## config.mk

```make
export PLATFORM = sky130hd
export DESIGN_NAME = lsu_ctrl_flat
export DESIGN_NICKNAME = d
export VERILOG_FILES = /design/src/rtl/lsu_if.sv /design/src/rtl/lsu_ctrl.sv /design/src/flat_wrapper.sv
export SDC_FILE = /design/constraint.sdc
export NUM_CORES = 1
export LEC_CHECK = 0
export CORE_ASPECT_RATIO = 0.7
export CORE_MARGIN = 2
export CORE_UTILIZATION = 40
export DETAILED_ROUTE_END_ITERATION = 8
export GPL_TIMING_DRIVEN = 0
export PLACE_DENSITY = 0.77
export RECOVER_POWER = 25
export SYNTH_ARGS = -nofsm -noshare
export SYNTH_HDL_FRONTEND = slang
export SYNTH_SLANG_ARGS = --single-unit
```

## constraint.sdc

```tcl
create_clock -name clk -period 2.2 [get_ports clk]
set_input_delay 0.44 -clock clk [delete_from_list [all_inputs] [get_ports clk]]
set_output_delay 0.44 -clock clk [all_outputs]
set_load 0.05 [all_outputs]
```

## src/rtl/lsu_if.sv

```systemverilog
// lsu_if: request/response and data-memory signals of the load/store unit.
// slave is the controller side; master is the pipeline/memory side.
interface lsu_if #(
    parameter int CPU_WORD   = 32,
    parameter int ADDR_WIDTH = 32
);
    logic                  req_valid;
    logic                  req_ready;
    logic                  req_we;
    logic [2:0]            req_funct3;
    logic [ADDR_WIDTH-1:0] req_addr;
    logic [CPU_WORD-1:0]   req_wdata;
    logic                  resp_valid;
    logic [CPU_WORD-1:0]   resp_rdata;
    logic                  resp_err;
    logic                  stall;
    logic                  mem_req;
    logic                  mem_we;
    logic [ADDR_WIDTH-1:0] mem_addr;
    logic [3:0]            mem_be;
    logic [CPU_WORD-1:0]   mem_wdata;
    logic                  mem_ack;
    logic [CPU_WORD-1:0]   mem_rdata;

    modport slave (
        input  req_valid, req_we, req_funct3, req_addr, req_wdata,
        input  mem_ack, mem_rdata,
        output req_ready, resp_valid, resp_rdata, resp_err, stall,
        output mem_req, mem_we, mem_addr, mem_be, mem_wdata
    );

    modport master (
        output req_valid, req_we, req_funct3, req_addr, req_wdata,
        output mem_ack, mem_rdata,
        input  req_ready, resp_valid, resp_rdata, resp_err, stall,
        input  mem_req, mem_we, mem_addr, mem_be, mem_wdata
    );
endinterface

```

## src/rtl/lsu_ctrl.sv

```systemverilog
// lsu_ctrl: load/store sequencer with req/ack memory handshake and timeout.
// Define LSU_MISALIGN_TRAP_EN to turn misaligned lh/lhu/sh/lw/sw into errors.
module lsu_ctrl #(
    parameter int CPU_WORD   = 32,
    parameter int ADDR_WIDTH = 32,
    parameter int TIMEOUT    = 15
) (
    input logic clk,
    input logic rst_n,
    lsu_if.slave bus
);
    localparam logic [1:0] S_IDLE   = 2'd0;
    localparam logic [1:0] S_ACCESS = 2'd1;
    localparam logic [1:0] S_RESP   = 2'd2;

    logic [1:0]          state;
    logic [7:0]          cnt;
    logic                we_q;
    logic [2:0]          f3_q;
    logic [1:0]          addr_q;
    logic                err_q;
    logic [CPU_WORD-1:0] rdata_q;

    logic                illegal;
    logic                misal;
    logic [3:0]          be_n;
    logic [CPU_WORD-1:0] wd_n;
    logic [7:0]          ld_b;
    logic [15:0]         ld_h;
    logic [CPU_WORD-1:0] ld_ext;

    always_comb begin
        if (bus.req_we)
            illegal = bus.req_funct3 > 3'b010;
        else
            illegal = (bus.req_funct3 == 3'b011) ||
                      (bus.req_funct3[2:1] == 2'b11);
`ifdef LSU_MISALIGN_TRAP_EN
        misal = ((bus.req_funct3[1:0] == 2'b01) && bus.req_addr[0]) ||
                ((bus.req_funct3[1:0] == 2'b10) &&
                 (bus.req_addr[1:0] != 2'b00));
`else
        misal = 1'b0;
`endif
    end

    // Store lanes are computed at accept so ACCESS sees stable registers.
    always_comb begin
        be_n = 4'b0000;
        wd_n = '0;
        if (bus.req_we) begin
            unique case (1'b1)
                (bus.req_funct3[1:0] == 2'b00): begin
                    be_n = 4'b0001 << bus.req_addr[1:0];
                    wd_n = {4{bus.req_wdata[7:0]}};
                end
                (bus.req_funct3[1:0] == 2'b01): begin
                    be_n = 4'b0011 << {bus.req_addr[1], 1'b0};
                    wd_n = {2{bus.req_wdata[15:0]}};
                end
                default: begin
                    be_n = 4'b1111;
                    wd_n = bus.req_wdata;
                end
            endcase
        end
    end

    always_comb begin
        ld_b = bus.mem_rdata[{addr_q, 3'b000} +: 8];
        ld_h = bus.mem_rdata[{addr_q[1], 4'b0000} +: 16];
        unique case (1'b1)
            (f3_q == 3'b000): ld_ext = {{24{ld_b[7]}}, ld_b};
            (f3_q == 3'b001): ld_ext = {{16{ld_h[15]}}, ld_h};
            (f3_q == 3'b100): ld_ext = {24'd0, ld_b};
            (f3_q == 3'b101): ld_ext = {16'd0, ld_h};
            default:          ld_ext = bus.mem_rdata;
        endcase
    end

    always_ff @(posedge clk or negedge rst_n) begin
        if (!rst_n) begin
            state         <= S_IDLE;
            cnt           <= 8'd0;
            we_q          <= 1'b0;
            f3_q          <= 3'd0;
            addr_q        <= 2'd0;
            err_q         <= 1'b0;
            rdata_q       <= '0;
            bus.mem_we    <= 1'b0;
            bus.mem_addr  <= '0;
            bus.mem_be    <= 4'b0000;
            bus.mem_wdata <= '0;
        end else begin
            unique case (state)
                S_IDLE: begin
                    if (bus.req_valid) begin
                        we_q   <= bus.req_we;
                        f3_q   <= bus.req_funct3;
                        addr_q <= bus.req_addr[1:0];
                        if (illegal || misal) begin
                            state   <= S_RESP;
                            err_q   <= 1'b1;
                            rdata_q <= '0;
                        end else begin
                            state         <= S_ACCESS;
                            cnt           <= 8'd0;
                            bus.mem_we    <= bus.req_we;
                            bus.mem_addr  <= {bus.req_addr[ADDR_WIDTH-1:2], 2'b00};
                            bus.mem_be    <= be_n;
                            bus.mem_wdata <= wd_n;
                        end
                    end
                end
                S_ACCESS: begin
                    if (bus.mem_ack) begin
                        state   <= S_RESP;
                        err_q   <= 1'b0;
                        rdata_q <= we_q ? '0 : ld_ext;
                    end else if (cnt == 8'(TIMEOUT - 1)) begin
                        state   <= S_RESP;
                        err_q   <= 1'b1;
                        rdata_q <= '0;
                    end else begin
                        cnt <= cnt + 8'd1;
                    end
                end
                S_RESP:  state <= S_IDLE;
                default: state <= S_IDLE;
            endcase
        end
    end

    assign bus.req_ready  = (state == S_IDLE);
    assign bus.stall      = (state != S_IDLE);
    assign bus.mem_req    = (state == S_ACCESS);
    assign bus.resp_valid = (state == S_RESP);
    assign bus.resp_err   = (state == S_RESP) && err_q;
    assign bus.resp_rdata = rdata_q;
endmodule

```

## src/flat_wrapper.sv

```systemverilog
// flat-port wrapper written by rule: the top's interface ports become plain ports
module lsu_ctrl_flat 
#(
    parameter int CPU_WORD   = 32,
    parameter int ADDR_WIDTH = 32,
    parameter int TIMEOUT    = 15
)
  (clk, rst_n, bus_req_valid, bus_req_we, bus_req_funct3, bus_req_addr, bus_req_wdata, bus_mem_ack, bus_mem_rdata, bus_req_ready, bus_resp_valid, bus_resp_rdata, bus_resp_err, bus_stall, bus_mem_req, bus_mem_we, bus_mem_addr, bus_mem_be, bus_mem_wdata);
  lsu_if #(.CPU_WORD(CPU_WORD), .ADDR_WIDTH(ADDR_WIDTH)) bus_i ();
  input logic clk;
  input logic rst_n;
  input wire logic [$bits(bus_i.req_valid)-1:0] bus_req_valid;
  input wire logic [$bits(bus_i.req_we)-1:0] bus_req_we;
  input wire logic [$bits(bus_i.req_funct3)-1:0] bus_req_funct3;
  input wire logic [$bits(bus_i.req_addr)-1:0] bus_req_addr;
  input wire logic [$bits(bus_i.req_wdata)-1:0] bus_req_wdata;
  input wire logic [$bits(bus_i.mem_ack)-1:0] bus_mem_ack;
  input wire logic [$bits(bus_i.mem_rdata)-1:0] bus_mem_rdata;
  output wire logic [$bits(bus_i.req_ready)-1:0] bus_req_ready;
  output wire logic [$bits(bus_i.resp_valid)-1:0] bus_resp_valid;
  output wire logic [$bits(bus_i.resp_rdata)-1:0] bus_resp_rdata;
  output wire logic [$bits(bus_i.resp_err)-1:0] bus_resp_err;
  output wire logic [$bits(bus_i.stall)-1:0] bus_stall;
  output wire logic [$bits(bus_i.mem_req)-1:0] bus_mem_req;
  output wire logic [$bits(bus_i.mem_we)-1:0] bus_mem_we;
  output wire logic [$bits(bus_i.mem_addr)-1:0] bus_mem_addr;
  output wire logic [$bits(bus_i.mem_be)-1:0] bus_mem_be;
  output wire logic [$bits(bus_i.mem_wdata)-1:0] bus_mem_wdata;
  assign bus_i.req_valid = bus_req_valid;
  assign bus_i.req_we = bus_req_we;
  assign bus_i.req_funct3 = bus_req_funct3;
  assign bus_i.req_addr = bus_req_addr;
  assign bus_i.req_wdata = bus_req_wdata;
  assign bus_i.mem_ack = bus_mem_ack;
  assign bus_i.mem_rdata = bus_mem_rdata;
  assign bus_req_ready = bus_i.req_ready;
  assign bus_resp_valid = bus_i.resp_valid;
  assign bus_resp_rdata = bus_i.resp_rdata;
  assign bus_resp_err = bus_i.resp_err;
  assign bus_stall = bus_i.stall;
  assign bus_mem_req = bus_i.mem_req;
  assign bus_mem_we = bus_i.mem_we;
  assign bus_mem_addr = bus_i.mem_addr;
  assign bus_mem_be = bus_i.mem_be;
  assign bus_mem_wdata = bus_i.mem_wdata;
  lsu_ctrl #(.CPU_WORD(CPU_WORD), .ADDR_WIDTH(ADDR_WIDTH), .TIMEOUT(TIMEOUT)) u_core (.clk(clk), .rst_n(rst_n), .bus(bus_i));
endmodule
```

# ---- Word level (Yosys, flattened, before mapping)
# Index checks and enable logic that the tools add are counted.
dict set report classes {
  add_sub_neg 1
  reduce_logical 12
  eq_ne 15
  n_shift 4
  mux 27
  n_bitwise 1
  order_cmp 1
}
# cell n
set ops {}
lappend ops {{$mux W32} 6}
lappend ops {{$pmux W32 S2} 2}
lappend ops {{$pmux W32 S4} 1}
lappend ops {{$mux W8} 4}
lappend ops {{$shiftx A32 B6 Y16} 1}
lappend ops {{$shiftx A32 B6 Y8} 1}
lappend ops {{$pmux W8 S2} 1}
lappend ops {{$add A8 B1 Y8 const B} 1}
lappend ops {{$eq A8 B4 Y1 const B} 1}
lappend ops {{$mux W2} 4}
lappend ops {{$ne A2 B2 Y1 const B} 4}
lappend ops {{$pmux W4 S2} 1}
lappend ops {{$eq A3 B3 Y1 const B} 2}
lappend ops {{$mux W1} 5}
lappend ops {{$reduce_and A5 Y1} 1}
lappend ops {{$eq A2 B1 Y1 const B} 2}
lappend ops {{$eq A2 B2 Y1 const B} 2}
lappend ops {{$logic_not A2 Y1} 2}
lappend ops {{$mux W4} 1}
lappend ops {{$pmux W2 S2} 1}
lappend ops {{$reduce_and A2 Y1} 2}
lappend ops {{$reduce_and A4 Y1} 1}
lappend ops {{$reduce_bool A2 Y1} 2}
lappend ops {{$shl A1 B2 Y4 const A} 1}
lappend ops {{other kinds (12)} 12}
dict set report totals {
  output_inout_bits 106
  regBits 116
  wordCells 72
}

# ---- Depth between registers and ports, before layout
# Gate-level depths: netlist (run 1).
dict set report logic_depth {
  word_depth 6
  depth_mapped 7
  depth_no_buf 6
}

# ---- Worst setup path before layout (run 1)
# No wires, ideal clock.
dict set report synth_path {
  path_kind {flip-flop to flip-flop}
  start {reg u_core.cnt[0]}
  end {reg u_core.rdata_q[29], in the netlist u_core.bus.resp_rdata[29]}
  arrival_ns 2.012
  setup_ns 0.126
  path_stages_with_launch 8
  slack_ns 0.063
  required_time_ns 2.074
  path_cell_list {dfrtp_1 inv_1 ha_1 or4b_4 nor3b_4 o221ai_4 buf_6 a221o_1}
}
dict set report synth_via {
  elab_chain_cells 3
}
# item line
set synth_rtl {}
lappend synth_rtl {{start, declared} lsu_ctrl.sv:17} ;# logic [7:0] cnt;
lappend synth_rtl {{start signal, assigned} lsu_ctrl.sv:125} ;# cnt <= cnt + 8'd1;
lappend synth_rtl {{$eq A8 B4 Y1} lsu_ctrl.sv:120} ;# end else if (cnt == 8'(TIMEOUT - 1)) begin
lappend synth_rtl {{$ne A3 B2 Y1 (no source line)} --}
lappend synth_rtl {{$reduce_and A4 Y1 (no source line)} --}
lappend synth_rtl {{end signal, assigned} lsu_ctrl.sv:119} ;# rdata_q <= we_q ? '0 : ld_ext;
lappend synth_rtl {{end, declared} lsu_ctrl.sv:22} ;# logic [CPU_WORD-1:0] rdata_q;
# Every way passes these cells.
# A chain may end at the register's enable or synchronous reset.

# ---- Final worst setup path (run 1)
dict set report layout_path {
  start {reg u_core.cnt[1]}
  end {reg u_core.rdata_q[28], in the netlist u_core.bus.resp_rdata[28]}
}
# The elaborated chain is that of the path after synthesis.

==> metrics.txt, run 1 <==
CP Data Required Time between 2 and 2.5 ns; Main synth FF type dfrtp_1; overall power 11730 uW; fin crit share 0.9880; fmax approximately 460 MHz; Fin Setup TNS 0 ns; Worst IR Drop VDD between 0.7 and 0.8 mV; GR Overflow Total 0; row cnt 35; # port buffers just over 200; synth warn 0; total track usage 0.2443; Clock Latency Late Sink a little over 0.4 ns; RSZ-0062 raised after global routing true; clock skew 0.006293 ns; DIE AREA 14640 sq um; Clk pin slew, worst setup/hold paths 0.06 ns; area grow syn2layout 55.87%; max_cap viols 0; Yosys cell types 49; hold depth 2; PwrDens between 1000 and 1500 nW/um^2; # IOs 210; routability cong. slightly below 0.9; total core area around 13000 sq um; vias in the first global route roughly 5300; Initial Utilization 0.4122; Avg Cell Area, Syn 9.872 sq um; DIE HEIGHT 101.8 um; register area share after synthesis 0.5308; DR iter-0 viols 390; worst slew pin tran 0.9187 ns; Final WS setup 0.02645 ns; Die X around 140 um; R2R cell count 6; detailed-route DRC error count 0; Slew HR 0.3852; WS Path Type reg -> reg; Post-Syn Area approximately 5500 sq um; crit path max fanout 10; WP data arrival ~2.5 ns; HPWL after detailed placement about 13 mm; Pleak 0.003781 uW; via count between 5000 and 6000; nets@finish ~900; layout cell share with drive strength beyond 1 0.1002; Post-Synthesis Cells 554; Final Non-Filler Cells a little under 1000; # diodes 0; clk root buf clkbuf_16; DP Cell Count ~950; first-pass GRT wire length 27.68 mm; status finished clean; Via-to-Cell Ratio between 5 and 6; CTS buffer count 17; remaining antenna violation count 0; Clock Sink Count around 120; antenna violations before repair 0; Min Clock Period, post-route 2.174 ns; pre-CTS setup slack -0.7384 ns; largest net degree at the start of global routing slightly below 90; Final Setup Violations 0; CTS tree yes; routed len/inst about 18 um; H-tree depth 4; Synth async-reset ratio 1.000; Max Root-Sink Buffers 2; Slew Limit Fails 0; HP Class reg -> reg; WL final between 15 and 20 mm; DR pass1 iterations 5; Hold Fails Final Rpt 0; EDFF count, synth 0; FF+latch count, synth around 120; CP endpoint kind flip-flop; CP startpoint kind flip-flop
-- cell usage in the layout, fill, tap and decap left out, drive strengths merged, types with 9 or more instances in the layout --
cell type / synthesis / final
nor2: 16 / 16
mux2: 9 / 9
o21ai: 30 / 30
o22ai: 16 / 16
mux2i: 26 / 26
nand2: 161 / 161
nand2b: 9 / 9
o31ai: 18 / 18
a32o: 9 / 9
a221o: 16 / 16
inv: 9 / 9
buf: 10 / 25
clkbuf: 28 / 50
clkdlybuf4s50: 0 / 201
dfrtp: 116 / 116
nand3: 12 / 12
-- Yosys cell counts, drive strengths merged (6+ instances only) --
| library cell | instances | area [sq um] |
|---|---|---|
| o22ai | 16 | 100.1 |
| nor2b | 6 | 37.54 |
| o31ai | 18 | 135.1 |
| nor2 | 16 | 60.06 |
| a32o | 9 | 90.09 |
| mux2i | 26 | 260.3 |
| nand2b | 9 | 56.30 |
| nand3 | 12 | 60.06 |
| dfrtp | 116 | 2903 |
| a221o | 16 | 160.2 |
| a21oi | 6 | 30.03 |
| nand2 | 161 | 604.3 |
| o21ai | 30 | 150.1 |
| a22o | 7 | 61.31 |
| clkbuf | 28 | 105.1 |
| mux2 | 9 | 101.4 |
| buf | 10 | 70.07 |
| inv | 9 | 33.78 |
| nor3 | 6 | 30.03 |
-- state kept, by name (all words and copies together), names as in the netlist --
| register | count |
|---|---|
| u_core.bus.resp_rdata | 32 |
| u_core.bus.mem_addr | 30 |
| u_core.cnt | 8 |
| u_core.bus.mem_wdata | 32 |
| u_core.state | 2 |
| u_core.err_q | 1 |
| u_core.f3_q | 3 |
| u_core.bus.mem_we | 1 |
| u_core.bus.mem_be | 4 |
| u_core.addr_q | 2 |
| u_core.we_q | 1 |
-- repair_timing --
item | 4_1_cts | 5_1_grt
endpoints found under the setup margin | 88 | 102
resized for setup | 10 | 18
cloned | 0 | 1
endpoints found under the hold margin | 30 | 0
pin swaps | 3 | 4
setup buffers | 4 | 8
hold buffers | 1 | 0
-- where the power goes --
group	switching (uW)	leakage [uW]	internal (uW)	total, uW
logic	3650	0.00196	1900	5540
registers	447	0.00151	2800	3250
clock network	981	0.000302	1960	2940
total	5070	0.00378	6650	11700
-- critical path: stages (launching register included) --
cell	delay, ns
dfrtp_1	0.40
ha_1	0.17
or4b_4	0.48
nor3b_4	0.26
o221ai_4	0.21
buf_6	0.19
a221o_1	0.34
-- cell type report --
| class | count | area [sq um] |
|---|---|---|
| Buffer | 37 | 176.4 |
| Clock buffer | 20 | 456.7 |
| Clock inverter | 12 | 178.9 |
| Fill cell | 1095 | 4745 |
| Inverter | 11 | 41.29 |
| Multi-Input combinational cell | 390 | 2375 |
| Sequential cell | 116 | 2903 |
| Tap cell | 185 | 231.5 |
| Timing Repair Buffer | 222 | 2162 |
-- layer usage --
| layer | global-route usage | vias to the layer above | wire length (um) | part of all wire |
|---|---|---|---|---|
| met5 | 0 | - | 0 | 0 |
| met4 | 0.08824 | 0 | 423 | 0.024 |
| met3 | 0.05436 | 35 | 1099 | 0.062 |
| met2 | 0.3846 | 184 | 8235 | 0.46 |
| met1 | 0.3363 | 2563 | 7968 | 0.45 |
| li1 | - | 2441 | - | - |
-- per-stage QoR --
stage | util | instance area, sq um | hold WS, ns
after floorplan | - | 5473 | 0.1444
after global placement | 0.5860 | 7776 | 0.4584
after detailed placement | 0.5882 | 7805 | 0.3326
after CTS | 0.6394 | 8484 | 0.4719
after global routing | 0.6424 | 8524 | 0.4932
final | 0.6424 | 8524 | 0.4722
-- kinds of logic after synthesis --
| family | Yosys count | synth area share |
|---|---|---|
| AO/OA/AOI/OAI | 121 | 0.1677 |
| other | 1 | 0.0006857 |
| flip-flops | 116 | 0.5308 |
| XOR/XNOR | 4 | 0.006407 |
| multiplexers | 36 | 0.07024 |
| AND/OR/NAND/NOR | 225 | 0.1801 |
| buffers and inverters | 49 | 0.03958 |
| adder cells (fa/ha/maj) | 2 | 0.004575 |
-- path summary, 6_finish.rpt --
check                                              from                        end  slack, ns
worst max-delay path                      u_core.cnt[1]  u_core.bus.resp_rdata[28]       0.03
min in group asynchronous                         rst_n  u_core.bus.resp_rdata[30]       0.65
worst min-delay path            u_core.bus.mem_addr[11]    u_core.bus.mem_addr[11]       0.47
worst min register to register  u_core.bus.mem_addr[11]    u_core.bus.mem_addr[11]       0.47
worst max register to register            u_core.cnt[1]  u_core.bus.resp_rdata[28]       0.03
max in group asynchronous                         rst_n     u_core.bus.mem_addr[7]       0.32
Note: power is estimated with default switching activity, not from simulation.
==> run 2, diff against run 1 <==
--- a/config.mk
+++ b/config.mk
@@ -7,10 +7,10 @@
 export LEC_CHECK = 0
 export CORE_ASPECT_RATIO = 0.7
 export CORE_MARGIN = 2
-export CORE_UTILIZATION = 40
+export CORE_UTILIZATION = 48
 export DETAILED_ROUTE_END_ITERATION = 8
 export GPL_TIMING_DRIVEN = 0
-export PLACE_DENSITY = 0.77
+export PLACE_DENSITY = 0.87
 export RECOVER_POWER = 25
 export SYNTH_ARGS = -nofsm -noshare
 export SYNTH_HDL_FRONTEND = slang
==> constraint.sdc (replaced) <==
create_clock -name clk -period 2.55 [get_ports clk]
set_input_delay 0.51 -clock clk [delete_from_list [all_inputs] [get_ports clk]]
set_output_delay 0.51 -clock clk [all_outputs]
set_load 0.05 [all_outputs]
==> metrics.txt, run 2 (synthesis results as in run 1) <==
status finished clean; Via-to-Cell Ratio 5.666; WP data arrival about 1.9 ns; crit path buf inv count 2; DIE AREA about 12000 sq um; Slew Limit Fails 0; clk root buf clkbuf_16; Slew HR 0.2386; Die X around 130 um; vias in the first global route about 5400; fin crit share 0.9624; area grow syn2layout 53.60%; layout cell share with drive strength beyond 1 0.07673; nets@finish between 800 and 900; Final WS setup roughly 0.096 ns; first-pass GRT wire length approximately 29 mm; Fillers 730; Final Setup Violations 0; row cnt 32; most common cell after layout, fill and taps aside clkdlybuf4s50_1; via count approximately 5400; routability cong. between 0.8 and 0.9; PwrDens 1210 nW/um^2; # diodes 0; remaining antenna violation count 0; routed len/inst 19.09 um; WS Path Type reg -> out; final instance area ~8400 sq um; CTS Hold Bufs 0; Max Root-Sink Buffers 2; Pleak 0.003724 uW; commonest cells after routing, fill and taps aside clkdlybuf4s50_1, nand2_1, dfrtp_1, o21ai_0, clkbuf_1; WL final 18.10 mm; # IOs 210; Hold Fails Final Rpt 0; Worst IR Drop VDD roughly 0.77 mV; detailed-route DRC error count 0; DR iter-0 viols between 500 and 600; CP startpoint kind flip-flop; final core utilization 0.7602; GR Overflow Total 0; Clk pin slew, worst setup/hold paths 0.06 ns; Initial Utilization 0.4949; DR pass1 iterations 7; critical-path cell list buf_2 -> nor2_1 -> clkdlybuf4s50_1; pre-CTS setup slack -0.3841 ns; CP Data Required Time between 2 and 2.5 ns; max_cap viols 0; CP endpoint kind output pin; crit path max fanout 10; critical path's largest stage delay just over 0.8 ns; DIE HEIGHT just over 90 um; CTS buffer count 17; total track usage 0.2989; antenna violations before repair 0; largest net degree at the start of global routing 71; Post-CTS Resized 1; # port buffers just over 200; Clock Sink Count between 100 and 150; setup bufs post-CTS 0; Min Clock Period, post-route 2.454 ns; H-tree depth 4; total core area 11050 sq um; clock skew between 0.007 and 0.008 ns; Crit-path slowest cell clkdlybuf4s50_1; HPWL after detailed placement ~13 mm; fmax around 410 MHz; worst slew pin tran ~1.1 ns; Clock Latency Late Sink between 0.4 and 0.5 ns; CTS tree yes; Area after DPL just under 8000 sq um; crit-path leading delay family buffers and inverters; overall power about 10000 uW; HP Class in -> async; worst hold slack ~0.31 ns
run 2: changes by cell type in the layout (fill, tap and decap cells not counted), sizes merged:
| cell | delta |
|---|---|
| clkdlybuf4s50 | +3 |
| dlygate4sd3 | -1 |
| clkbuf | +1 |
| dlymetal6s2s | +1 |
| buf | -15 |
| clkinv | -1 |
| dlygate4sd2 | -1 |
run 2: path summary, 6_finish.rpt:
path	from	slack, ns	to	cells after the start
setup / recovery	u_core.state[0]	0.1	bus_req_ready	3
hold / removal	rst_n	0.31	u_core.bus.mem_addr[14]	1
setup reg to reg	u_core.cnt[0]	0.18	u_core.bus.resp_rdata[20]	7
hold reg to reg	u_core.bus.mem_wdata[20]	0.48	u_core.bus.mem_wdata[20]	2
max in group asynchronous	rst_n	0.57	u_core.bus.mem_wdata[5]	2
min in group clk	u_core.bus.mem_wdata[20]	0.48	u_core.bus.mem_wdata[20]	2
run 2: layer usage:
layer	vias up	part of all wire	GRT usage	wire, um
li1	2411	-	-	-
met1	2630	0.41	0.3930	7451
met2	276	0.48	0.4808	8685
met3	54	0.077	0.07317	1391
met4	0	0.032	0.1223	573
met5	-	0	0	0
run 2: where the power goes:
part | internal (uW) | switching (uW)
logic | 1600 | 3140
registers | 2420 | 413
clock network | 1740 | 858
total | 5760 | 4410
run 2: cell type report:
cell class	instances	area, sq um	area share
Sequential cell	116	2903	0.3455
Multi-Input combinational cell	390	2360	0.2809
Timing Repair Buffer	208	2076	0.2471
Clock buffer	21	480.5	0.05719
Tap cell	153	191.4	0.02279
Buffer	38	175.2	0.02085
Clock inverter	11	173.9	0.02070
Inverter	11	41.29	0.004915
run 2: worst reg2reg max path: stages, from the launching register on:
cell,delay (ns)
dfrtp_1,0.43
inv_1,0.08
ha_1,0.14
or4b_4,0.49
nor3b_4,0.33
o221ai_4,0.22
buf_6,0.20
a221o_1,0.36
run 2: through the flow:
stage                     setup TNS, ns  cells
after global placement          -386.90    915
after global routing            -0.1719    948
after CTS                             0    948
after floorplan                       0    555
after detailed placement         -13.91    916
final                                 0    948
